<file path="config.mk">
export PLATFORM = sky130hd
export DESIGN_NAME = s2p
export DESIGN_NICKNAME = d
export VERILOG_FILES = /design/src/rtl/s2p_pkg.sv /design/src/rtl/s2p_shift.sv /design/src/rtl/s2p.sv
export SDC_FILE = /design/constraint.sdc
export NUM_CORES = 1
export LEC_CHECK = 0
export CORE_MARGIN = 4
export CORE_UTILIZATION = 35
export CTS_BUF_LIST = sky130_fd_sc_hd__clkbuf_8
export CTS_CLUSTER_DIAMETER = 100
export DETAILED_ROUTE_END_ITERATION = 7
export SKIP_LAST_GASP = 1
export SLEW_MARGIN = 20
export SYNTH_ARGS = -nofsm -noshare
export SYNTH_HDL_FRONTEND = slang
export SYNTH_HIERARCHICAL = 1
export SYNTH_SLANG_ARGS = --single-unit
</file>
<file path="constraint.sdc">
create_clock -name clk -period 3.8 [get_ports clk]
set_input_delay 1.14 -clock clk [delete_from_list [all_inputs] [get_ports clk]]
set_output_delay 1.14 -clock clk [all_outputs]
set_load 0.1 [all_outputs]
</file>
<file path="src/rtl/s2p_pkg.sv">
// s2p_pkg: shared constants, types and helpers for the s2p deserializer.
// Optional feature macro: S2P_PARITY_EN (adds the even-parity helper).
package s2p_pkg;

   localparam int S2P_N_DEF = 8;

   // Counter width for an N-bit word; N+1 values so parity mode can count the
   // trailing parity bit.
   function automatic int s2p_cnt_w(input int n);
      return $clog2(n + 1);
   endfunction

   typedef logic [$clog2(S2P_N_DEF + 1)-1:0] s2p_cnt_t;

   typedef enum logic {
      ST_COLLECT = 1'b0,
      ST_HOLD    = 1'b1
   } s2p_state_t;

`ifdef S2P_PARITY_EN
   // Even parity over a word (zero-extended to 64 bits by the caller).
   function automatic logic s2p_parity(input logic [63:0] w);
      return ^w;
   endfunction
`endif

endpackage

</file>
<file path="src/rtl/s2p_shift.sv">
// s2p_shift: serial shift register plus bit counter.
//   clk, rst         clock, synchronous active-high reset
//   bit_i, take_i    serial bit and its accept strobe
//   word_done_o      this accept completes a word
//   word_nxt_o       word including the bit being accepted this cycle
//   word_q_o         registered word (used while the top holds a full word)
//   par_nxt_o/par_q_o  received parity bit (only with S2P_PARITY_EN)
// Optional feature macro: S2P_PARITY_EN (one extra parity bit per word).
module s2p_shift
   import s2p_pkg::*;
#(
   parameter int N         = S2P_N_DEF,
   parameter bit LSB_FIRST = 1'b1
) (
   input  logic         clk,
   input  logic         rst,
   input  logic         bit_i,
   input  logic         take_i,
   output logic         word_done_o,
   output logic [N-1:0] word_nxt_o,
   output logic [N-1:0] word_q_o
`ifdef S2P_PARITY_EN
   ,
   output logic         par_nxt_o,
   output logic         par_q_o
`endif
);

   localparam int CW = s2p_cnt_w(N);
`ifdef S2P_PARITY_EN
   localparam logic [CW-1:0] LAST = CW'(N);
`else
   localparam logic [CW-1:0] LAST = CW'(N - 1);
`endif

   logic [CW-1:0] cnt_q, cnt_d;
   logic [N-1:0]  sr_q, sr_d;
`ifdef S2P_PARITY_EN
   logic          par_q, par_d;
`endif

   always_comb begin
      sr_d  = sr_q;
      cnt_d = cnt_q;
`ifdef S2P_PARITY_EN
      par_d = par_q;
`endif
      if (take_i) begin
         // Counter wraps on the last bit even if the top must hold the word;
         // s_ready is low while holding, so no bits can overwrite it.
         cnt_d = (cnt_q == LAST) ? '0 : cnt_q + CW'(1);
         for (int i = 0; i < N; i++) begin
            if (int'(cnt_q) == (LSB_FIRST ? i : N - 1 - i)) sr_d[i] = bit_i;
         end
`ifdef S2P_PARITY_EN
         if (cnt_q == LAST) par_d = bit_i;
`endif
      end
   end

   always_ff @(posedge clk) begin
      if (rst) begin
         cnt_q <= '0;
         sr_q  <= '0;
`ifdef S2P_PARITY_EN
         par_q <= 1'b0;
`endif
      end else begin
         cnt_q <= cnt_d;
         sr_q  <= sr_d;
`ifdef S2P_PARITY_EN
         par_q <= par_d;
`endif
      end
   end

   assign word_done_o = take_i & (cnt_q == LAST);
   assign word_nxt_o  = sr_d;
   assign word_q_o    = sr_q;
`ifdef S2P_PARITY_EN
   assign par_nxt_o   = par_d;
   assign par_q_o     = par_q;
`endif

endmodule

</file>
<file path="src/rtl/s2p.sv">
// s2p: serial-to-parallel deserializer with a two-deep buffer
// (shift register + output register).
//   clk, rst                  clock, synchronous active-high reset
//   s_data, s_valid, s_ready  serial valid/ready input
//   m_data, m_valid, m_ready  parallel valid/ready output
//   parity_err                parity mismatch, valid with m_valid (S2P_PARITY_EN only)
// Optional feature macro: S2P_PARITY_EN.
//
// state      | meaning
// ST_COLLECT | shift register collecting bits, s_ready=1
// ST_HOLD    | shift register holds a complete word waiting for out_reg
module s2p
   import s2p_pkg::*;
#(
   parameter int N         = S2P_N_DEF,
   parameter bit LSB_FIRST = 1'b1
) (
   input  logic         clk,
   input  logic         rst,
   input  logic         s_data,
   input  logic         s_valid,
   output logic         s_ready,
   output logic [N-1:0] m_data,
   output logic         m_valid,
   input  logic         m_ready
`ifdef S2P_PARITY_EN
   ,
   output logic         parity_err
`endif
);

   s2p_state_t   state_q, state_d;
   logic [N-1:0] out_q, out_d;
   logic         mv_q, mv_d;
`ifdef S2P_PARITY_EN
   logic         perr_q, perr_d;
   logic         par_nxt, par_q;
`endif

   logic         accept, drain, out_free, word_done;
   logic [N-1:0] word_nxt, word_q;

   // s_ready comes only from the state register; rst gating keeps all
   // outputs low during the reset cycle.
   assign s_ready  = (state_q == ST_COLLECT) & ~rst;
   assign accept   = s_valid & s_ready;
   assign drain    = mv_q & m_ready;
   assign out_free = ~mv_q | m_ready;

   s2p_shift #(
      .N         (N),
      .LSB_FIRST (LSB_FIRST)
   ) u_shift (
      .clk         (clk),
      .rst         (rst),
      .bit_i       (s_data),
      .take_i      (accept),
      .word_done_o (word_done),
      .word_nxt_o  (word_nxt),
      .word_q_o    (word_q)
`ifdef S2P_PARITY_EN
      ,
      .par_nxt_o   (par_nxt),
      .par_q_o     (par_q)
`endif
   );

   always_comb begin
      state_d = state_q;
      out_d   = out_q;
      mv_d    = mv_q;
`ifdef S2P_PARITY_EN
      perr_d  = perr_q;
`endif
      if (drain) mv_d = 1'b0;
      case (state_q)
         ST_COLLECT: begin
            if (word_done) begin
               if (out_free) begin
                  out_d  = word_nxt;
                  mv_d   = 1'b1;
`ifdef S2P_PARITY_EN
                  perr_d = par_nxt ^ s2p_parity(64'(word_nxt));
`endif
               end else begin
                  state_d = ST_HOLD;
               end
            end
         end
         ST_HOLD: begin
            if (out_free) begin
               out_d   = word_q;
               mv_d    = 1'b1;
               state_d = ST_COLLECT;
`ifdef S2P_PARITY_EN
               perr_d  = par_q ^ s2p_parity(64'(word_q));
`endif
            end
         end
      endcase
   end

   always_ff @(posedge clk) begin
      if (rst) begin
         state_q <= ST_COLLECT;
         out_q   <= '0;
         mv_q    <= 1'b0;
`ifdef S2P_PARITY_EN
         perr_q  <= 1'b0;
`endif
      end else begin
         state_q <= state_d;
         out_q   <= out_d;
         mv_q    <= mv_d;
`ifdef S2P_PARITY_EN
         perr_q  <= perr_d;
`endif
      end
   end

   assign m_data  = out_q;
   assign m_valid = mv_q;
`ifdef S2P_PARITY_EN
   assign parity_err = perr_q;
`endif

endmodule

</file>
======== After elaboration in Yosys (flattened, before gate mapping) ========
Index checks and enable logic that the tools add are counted.
word-level totals
  flip-flop bits (word level) ............. 22
  input bits .............................. 5
  output and inout port bits .............. 10
  word-level logic and storage cells ...... 48
operators by class
  add/subtract/negate cells ............... 1
  equal/unequal tests ..................... 11
  muxes and demuxes ....................... 21
  bitwise gates (word level) .............. 8
  reductions and logical operators ........ 2
operators with widths
  operator               count
  $mux W8                4
  $eq A4 B4 Y1 const B   4
  $pmux W8 S2            1
  $mux W1                13
  $eq A4 B3 Y1 const B   3
  $add A4 B1 Y4 const B  1
  $and A1 B1 Y1          4
  $eq A4 B2 Y1 const B   1
  $logic_not A4 Y1       1
  $mux W4                1
  $ne A2 B1 Y1 const B   2
  $pmux W1 S2            2
  $not A1 Y1             3
  $reduce_and A3 Y1      1
  $ne A2 B2 Y1 const B   1
  $or A1 B1 Y1           1

======== Longest topological paths before layout ========
Gate-level depths: netlist of the first run.
  depth in word-level cells ............... 7
  gate-level depth with buffers ........... 11
  mapped depth without buffers ............ 7

======== Hierarchy ========
The synthesis of the first run kept the hierarchy.
by module, submodules not included
  module     times used  cells each  area an instance (um2)  sequential area each (um2)
  s2p_shift  1           69          735.7                   240.2
  s2p        1           47          500.5                   200.2

======== Worst setup path after synthesis of the first run ========
OpenSTA, ideal clock, no wires.
  path type ............................... input to register
  start ................................... input port rst
  end ..................................... register out_q[1], in the netlist m_data[1]
  library setup time ...................... 0.143 ns
  arrival time ............................ 3.693 ns
  data required time ...................... 3.657 ns
  slack ................................... -0.036 ns
  cell stages on the path ................. 7
  path buffers ............................ 1
  cell sequence ........................... nor2_1 > and2_1 > clkbuf_8 > and4bb_2 > mux2_2 > mux2i_1 > a211oi_2
between the ends
  longest elaborated chain between the ends .. 7
  elaborated cells on any way between the ends .. 10
  those cells by class .................... 1 x eq/ne; 4 x mux; 4 x bitwise; 1 x reduce/logical
RTL lines
  element               line             text
  from (decl)           s2p.sv:19        input logic rst,
  $not A1 Y1            s2p.sv:45        assign s_ready = (state_q == ST_COLLECT) & ~rst;
  $and A1 B1 Y1         s2p.sv:45
  $and A1 B1 Y1         s2p.sv:46        assign accept = s_valid & s_ready;
  via accept            s2p.sv:40        logic accept, drain, out_free, word_done;
  $mux W8               s2p_shift.sv:48  if (take_i) begin
  via word_nxt[1]       s2p.sv:41        logic [N-1:0] word_nxt, word_q;
  $mux W8               s2p.sv:79        if (out_free) begin
  $mux W8               s2p.sv:78        if (word_done) begin
  $pmux W8 S2           s2p.sv:76        case (state_q)
  to (signal assigned)  s2p.sv:113       out_q <= out_d;
  to (decl)             s2p.sv:33        logic [N-1:0] out_q, out_d;
The timed path passes the listed nets, and every way through them passes these cells. The select of a mux whose other input is x is not followed.
A chain may end at the register's enable or synchronous reset.

======== Worst setup path after layout of the first run ========
  start ................................... input port rst
  end ..................................... output port s_ready
between the ends
  longest elaborated chain between the ends .. 2
RTL lines
  element        line       text
  $not A1 Y1     s2p.sv:45
  $and A1 B1 Y1  s2p.sv:45
  to (decl)      s2p.sv:22  output logic s_ready,
No other way between the ends.

==> results of run 1 <==
[worst paths after layout]
check | startpoint | end | slack (ps) | cells after the start
worst max-delay path | rst | s_ready | 730 | 3
worst min-delay path | u_shift/word_q_o[6]$_SDFF_PP0_ | u_shift/word_q_o[6]$_SDFF_PP0_ | 500 | 2
worst max register to register | state_q$_SDFF_PP0_ | m_data[6]$_SDFFE_PP0P_ | 1490 | 7
worst min register to register | u_shift/word_q_o[6]$_SDFF_PP0_ | u_shift/word_q_o[6]$_SDFF_PP0_ | 500 | 2
[state kept, by name (all words and copies together) (netlist names)]
signal and flops:
m_valid 1, u_shift/cnt_q 4, u_shift/word_q_o 8, state_q 1, m_data 8
[power groups by stage]
| stage | logic [mW] | registers, mW | clock network, mW |
|---|---|---|---|
| floorplan | 0.0249 | 0.240 | 0 |
| global placement | 0.0353 | 0.241 | 0 |
| detailed placement | 0.0361 | 0.241 | 0 |
| CTS | 0.0366 | 0.236 | 0.176 |
| global route | 0.0390 | 0.236 | 0.190 |
| finish | 0.0362 | 0.236 | 0.169 |
[metal layers]
layer / GRT usage / up-vias / share of wire
li1: - / 436 / -
met1: 0.1455 / 406 / 0.49
met2: 0.1890 / 16 / 0.46
met3: 0.02329 / 2 / 0.047
met4: 0.03038 / 0 / 0.0039
met5: 0 / - / 0
[area by class of cell]
class / instances / area (um^2) / area share
Timing Repair Buffer: 15 / 135.1 / 0.09532
Multi-Input combinational cell: 81 / 718.2 / 0.5066
Tap cell: 46 / 57.56 / 0.04060
Inverter: 3 / 11.26 / 0.007944
Clock buffer: 4 / 55.05 / 0.03883
Sequential cell: 22 / 440.4 / 0.3107
[logic make-up after synthesis]
group,count (synthesis),share of synthesized area
buffers and inverters,13,0.06477
flip-flops,22,0.3563
adder cells (fa/ha/maj),4,0.04049
XOR/XNOR,1,0.007086
AO/OA/AOI/OAI,19,0.1296
multiplexers,26,0.2196
AND/OR/NAND/NOR,31,0.1822
[worst max-delay path, delay by kind of cell]
| kind | cells | cell delay, ps |
|---|---|---|
| and+or+nand+nor | 1 | 160 |
| buffers and inverters | 2 | 620 |
[metrics by stage]
stage / total power [mW] / util / hold slack, ps / instances
2_1_floorplan: 0.2651 / - / 459.1 / 116
3_3_place_gp: 0.2762 / 0.4051 / 469.7 / 167
3_5_place_dp: 0.2773 / 0.4051 / 483.5 / 167
4_1_cts: 0.4480 / 0.4215 / 503.6 / 171
5_1_grt: 0.4648 / 0.4215 / 519.1 / 171
6_report: 0.4405 / 0.4215 / 498.3 / 171
[placed cells by master (no fill, tap or decap), drive strengths merged]
cell,Yosys,final
a211oi,8,8
clkbuf,5,4
nor3,3,3
ha,4,4
nor2,3,3
mux2i,17,17
nor2b,1,1
a21oi,10,10
nand2b,10,10
dfxtp,22,22
nand4,1,1
and2,2,2
a21bo,1,1
xnor2,1,1
and4bb,4,4
or2,1,1
nand3b,1,1
mux2,9,9
nor4bb,1,1
clkdlybuf4s50,0,4
buf,5,11
inv,3,3
nand4b,4,4
==> metrics.md, run 1 <==
| Metric | Value |
|---|---|
| Vias in the first global route | 837 |
| Chip width | 67.43 um |
| Count of endpoints failing hold in the final timing report | 0 |
| Ys async rst share | 0 |
| Remaining max-slew budget at the tightest pin | 0.6165 |
| Placed inst area | 1363 um^2 |
| Clock group share of total power | 0.383 |
| Overflow left after global routing | 0 |
| Final #Nets | 135 |
| Largest buffer count on any clock path | 2 |
| Initial DRC count | 30 |
| Sink Count | 22 |
| Register area share after synthesis | 0.3563 |
| Final weighted congestion in routability-driven placement | 0.7589 |
| Synth cell count leaders | 22 x sky130_fd_sc_hd__dfxtp_1, 17 x sky130_fd_sc_hd__mux2i_1, 10 x sky130_fd_sc_hd__a21oi_1, 10 x sky130_fd_sc_hd__nand2b_1, 9 x sky130_fd_sc_hd__mux2_2 |
| Ys Warns | 6 |
| Required time at the worst-slack endpoint | 2660 ps |
| CP max stage delay | 430 ps |
| Hold-fix buffers at CTS | 0 |
| #FFs+latches synth | 22 |
| Switching Fraction | 0.2261 |
| Post-layout minimum cycle time | 3070 ps |
| Result of the run | finished, final reports clean |
| Area delta synth->final | 14.68% |
| Clock transition at path regs | 80 ps |
| Worst clock skew | 2.970 ps |
| Number of inserted filler cells in the final layout | 359 |
| Total routing resource utilization after global routing | 0.1125 |
| Number of buffers inserted during clock tree synthesis | 3 |
| WL per Instance | 13.53 um |
| Cell area after synthesis | 1236 um^2 |
| CP Cell Sequence | clkdlybuf4s50_1 -> nor2_2 -> buf_12 |
| Post-detailed-route via-to-cell ratio | 5.029 |
| Clock insertion delay at the later pin of the skew report | 260 ps |
| Cell variety after synth | 26 |
| Largest cells by area after synthesis | sky130_fd_sc_hd__dfxtp_1 36%, sky130_fd_sc_hd__mux2i_1 14%, sky130_fd_sc_hd__mux2_2 8.2% |
| Total of endpoints with negative setup slack in the final report | 0 |
| Layout Cell Area excl Fill | 1418 um^2 |
| Critical path capture point type | primary output |
| Psw | 0.09960 mW |
| CTS resizes | 0 |
| Number of H-tree levels | 1 |
| Synthesized netlist net count | 125 |
| Share of Yosys cell area claimed by the top area cell type | 0.3563 |
| Max VDD drop | 0.1244 mV |
| Number of violations of the max-capacitance limit | 0 |
| Y dimension of the die | 67.43 um |
| CP max stage cell | sky130_fd_sc_hd__clkdlybuf4s50_1 |
| DRC Markers | 0 |
| Area of the core | 3363 um^2 |
| Pwr/cell area | 310.7 nW/um^2 |
| Detailed-router iteration count before antenna repair | 4 |
| P_leak | 0.5163 nW |
| Total Wirelength | 2313 um |
| Number of nets with antenna violations after detailed routing | 0 |
| Ratio of final minimum period to clock period | 0.8079 |
| Fraction of power consumed by combinational cells | 0.082 |
| Final slew viol count | 0 |
| Number of buffers inserted to repair setup after CTS | 0 |
| CP Data Arrival Time | 1930 ps |
| Cell chosen for the clock root | sky130_fd_sc_hd__clkbuf_8 |
| CTS tree | yes |
| Top_reg_cell synth | sky130_fd_sc_hd__dfxtp_1 |
| Cell count after synthesis | 116 |
| Fraction of final layout cells with drive strength greater than 1 | 0.3120 |
| Library cell occupying the most area in the post-synthesis netlist | sky130_fd_sc_hd__dfxtp_1 |
| Largest fanout on the critical path | 2 |
| Antenna violations before repair | 0 |
| Class of the tightest hold or removal check | register to register |
| Setup slack at placement | 520.0 ps |
| Initial cell density of the core | 0.3676 |
| Global-route wire length before repair | 3919 um |
| Top Ports | 15 |
| Slack of the critical path | 730.0 ps |
| Actual slew at the worst max-slew pin | 574.4 ps |
| Cell-internal power | 0.3409 mW |
| Die area | 4547 um^2 |
| Largest net degree at the start of global routing | 25 |
| Setup repair after global routing missed its margin | no |
| Count of flip-flops with a built-in enable after synthesis | 0 |
| Most instantiated library cell after synthesis | sky130_fd_sc_hd__dfxtp_1 |
| Number of port buffers | 14 |
| Class of the most critical setup path | primary input to primary output |
| Number of diodes added for antenna fixing | 0 |
| Mean instance size in the synthesized netlist | 10.66 um^2 |
| Site row count | 21 |
| Setup TNS | 0 ps |
| Type of origin of the critical path | primary input |
| DP Wirelength | 1698 um |
| Proportion of power drawn by flip-flops and latches | 0.535 |
| F_max | 325.7 MHz |
| Via Count | 860 |
(Power assumes the default switching activity.)
==> run 2, diff against run 1 <==
==> constraint.sdc (replaced) <==
create_clock -name clk -period 2.6 [get_ports clk]
set_input_delay 0.78 -clock clk [delete_from_list [all_inputs] [get_ports clk]]
set_output_delay 0.78 -clock clk [all_outputs]
set_load 0.1 [all_outputs]
==> metrics.md, run 2 (synthesis results as in run 1) <==
| Metric | Value |
|---|---|
| Result of the run | finished, final reports clean |
| Switching Fraction | 0.2329 (+0.006816) |
| Global-route wire length before repair | 4181 um (+6.7%) |
| Final slew viol count | 0 (unchanged) |
| Area delta synth->final | 20.14% |
| Total of endpoints with negative setup slack in the final report | 0 (unchanged) |
| Critical path capture point type | primary output |
| Count of endpoints failing hold in the final timing report | 0 (unchanged) |
| Vias in the first global route | 893 (+6.7%) |
| Register cell area after layout | 440.4 um^2 (unchanged) |
| WHS Path Cells | 2 (unchanged) |
| End point of the most critical hold path | u_shift/word_q_o[2]$_SDFF_PP0_ |
| Clock transition at path regs | 80 ps (about the same) |
| Die area | 4547 um^2 (unchanged) |
| Cell chosen for the clock root | sky130_fd_sc_hd__clkbuf_8 |
| Clock group share of total power | 0.345 (-0.038) |
| Number of nets with antenna violations after detailed routing | 0 (unchanged) |
| Area occupied by multi-input gates | 724.4 um^2 (+0.87%) |
| Y dimension of the die | 67.43 um (unchanged) |
| Top Ports | 15 (unchanged) |
| R2R Path End | m_data[4]$_SDFFE_PP0P_ |
| Largest fanout on the critical path | 2 (unchanged) |
| DP Wirelength | 1773 um (+4.4%) |
| Ratio of final minimum period to clock period | 0.9311 |
| Post-layout minimum cycle time | 2421 ps |
| Worst min-delay path startpoint | u_shift/word_q_o[2]$_SDFF_PP0_ |
| Non-filler instance count after layout | 180 (+5.3%) |
| CTS tree | yes |
| Antenna violations before repair | 0 (unchanged) |
| Number of H-tree levels | 1 (unchanged) |
| Required time at the worst-slack endpoint | 1820 ps (-840 ps) |
| Pwr/cell area | 413.3 nW/um^2 (+33%) |
| Actual slew at the worst max-slew pin | 384.1 ps (-190.3 ps) |
| P_leak | 0.5631 nW (+9.1%) |
| Psw | 0.1430 mW (+44%) |
| Initial DRC count | 36 (+20%) |
| Final #Nets | 145 (+7.4%) |
| Total placed cells including tap cells | 177 (+6.0%) |
| Leading cell type in the layout, fill and taps excluded | sky130_fd_sc_hd__dfxtp_1 |
| Remaining max-slew budget at the tightest pin | 0.7439 (+0.1274) |
| Commonest cells after routing, fill and taps aside | 22 x sky130_fd_sc_hd__dfxtp_1, 20 x sky130_fd_sc_hd__buf_4, 17 x sky130_fd_sc_hd__mux2i_1, 10 x sky130_fd_sc_hd__nand2b_1, 10 x sky130_fd_sc_hd__a21oi_1 |
| Layout Utilization | 0.4416 (+0.02009) |
| Largest buffer count on any clock path | 2 (unchanged) |
| CP Data Arrival Time | 1640 ps (-290 ps) |
| Cell-internal power | 0.4708 mW (+38%) |
| Largest net degree at the start of global routing | 25 (unchanged) |
| Total Wirelength | 2416 um (+4.5%) |
| Chip width | 67.43 um (unchanged) |
| Worst R2R Path Depth | 8 (+1) |
| DRC Markers | 0 (unchanged) |
| Detailed-router iteration count before antenna repair | 2 (-2) |
| Fraction of power consumed by combinational cells | 0.094 (+0.012) |
| WL per Instance | 13.42 um (-0.77%) |
| Class of the most critical setup path | primary input to primary output |
| Class of the tightest hold or removal check | register to register |
| Internal reg-to-reg setup slack | 850 ps (-640 ps) |
| Site row count | 21 (unchanged) |
| Number of diodes added for antenna fixing | 0 (unchanged) |
| F_max | 413.1 MHz |
| Sink Count | 22 (unchanged) |
| Overflow left after global routing | 0 (unchanged) |
| Launch point of the worst reg-to-reg path | state_q$_SDFF_PP0_ |
| Setup repair after global routing missed its margin | no |
| Total routing resource utilization after global routing | 0.1223 (+0.009804) |
| Max VDD drop | 0.2016 mV (+62%) |
| Final Power | 0.6138 mW (+39%) |
| Setup TNS | 0 ps (unchanged) |
| Initial cell density of the core | 0.3676 (unchanged) |
| Number of inserted filler cells in the final layout | 348 (-3.1%) |
| Number of buffers inserted during clock tree synthesis | 3 (unchanged) |
| Area of the core | 3363 um^2 (unchanged) |
| Worst clock skew | 2.877 ps (-0.09326 ps) |
| Final weighted congestion in routability-driven placement | 0.7545 (-0.58%) |
| Number of port buffers | 14 (unchanged) |
| Fraction of final layout cells with drive strength greater than 1 | 0.3657 (+0.05367) |
| Type of origin of the critical path | primary input |
| Via Count | 895 (+4.1%) |
| Number of violations of the max-capacitance limit | 0 (unchanged) |
| Post-detailed-route via-to-cell ratio | 4.972 (-1.1%) |
| Clock insertion delay at the later pin of the skew report | 260 ps (about the same) |
| Proportion of power drawn by flip-flops and latches | 0.561 (+0.026) |
==> run 2: layer usage <==
metal  share of wire  track usage  vias to the layer above
met3           0.045      0.03494                        5
met4           0.013      0.04557                        0
met5               0            0                        -
li1                -            -                      450
met1            0.49       0.1619                      424
met2            0.45       0.1877                       16
==> run 2: worst max-delay path by stage <==
stage                                   to  slack [ps]  cells after the start  from
detailed placement  m_data[2]$_SDFFE_PP0P_        -140                      7   rst
CTS                 m_data[2]$_SDFFE_PP0P_         140                      7   rst
finish                             s_ready         180                      4   rst
global route        m_data[4]$_SDFFE_PP0P_          90                      9   rst
floorplan           m_data[1]$_SDFFE_PP0P_          -5                      7   rst
global placement    m_data[2]$_SDFFE_PP0P_         -90                      7   rst
==> run 2: what timing repair did <==
action	CTS	global route
setup endpoints to repair	0	8
endpoints found under the hold margin	0	0
gates resized for setup	0	1
buffers inserted	0	0
hold buffers	0	0
==> run 2: metrics by stage <==
stage	worst slack (ps)	hold WS [ps]	cell area [um^2]
after global routing	93.25	509.7	1485
after global placement	-94.30	470.0	1443
after CTS	137.9	493.0	1484
after floorplan	-5.460	459.1	1244
final	179.2	489.9	1485
after detailed placement	-135.7	480.1	1443
==> run 2: final cells by class <==
type / count / area share
multi-input cells: 81 / 0.4878
inverters: 3 / 0.007582
flip-flops and latches: 22 / 0.2965
well taps: 46 / 0.03875
repair buffers: 25 / 0.1415
clock buffers: 3 / 0.02780
==> run 2: power by group through the flow <==
stage               clock [mW]  combinational (mW)  sequential [mW]
floorplan                    0              0.0366            0.351
global placement             0              0.0566            0.352
detailed placement           0              0.0578            0.353
CTS                      0.219              0.0583            0.345
global route             0.238              0.0635            0.345
finish                   0.212              0.0578            0.344
==> run 2: worst max-delay path, stage by stage <==
cell                              delay (ps)
sky130_fd_sc_hd__clkdlybuf4s50_1         530
sky130_fd_sc_hd__nor2_4                   40
sky130_fd_sc_hd__buf_4                   130
sky130_fd_sc_hd__buf_12                  150
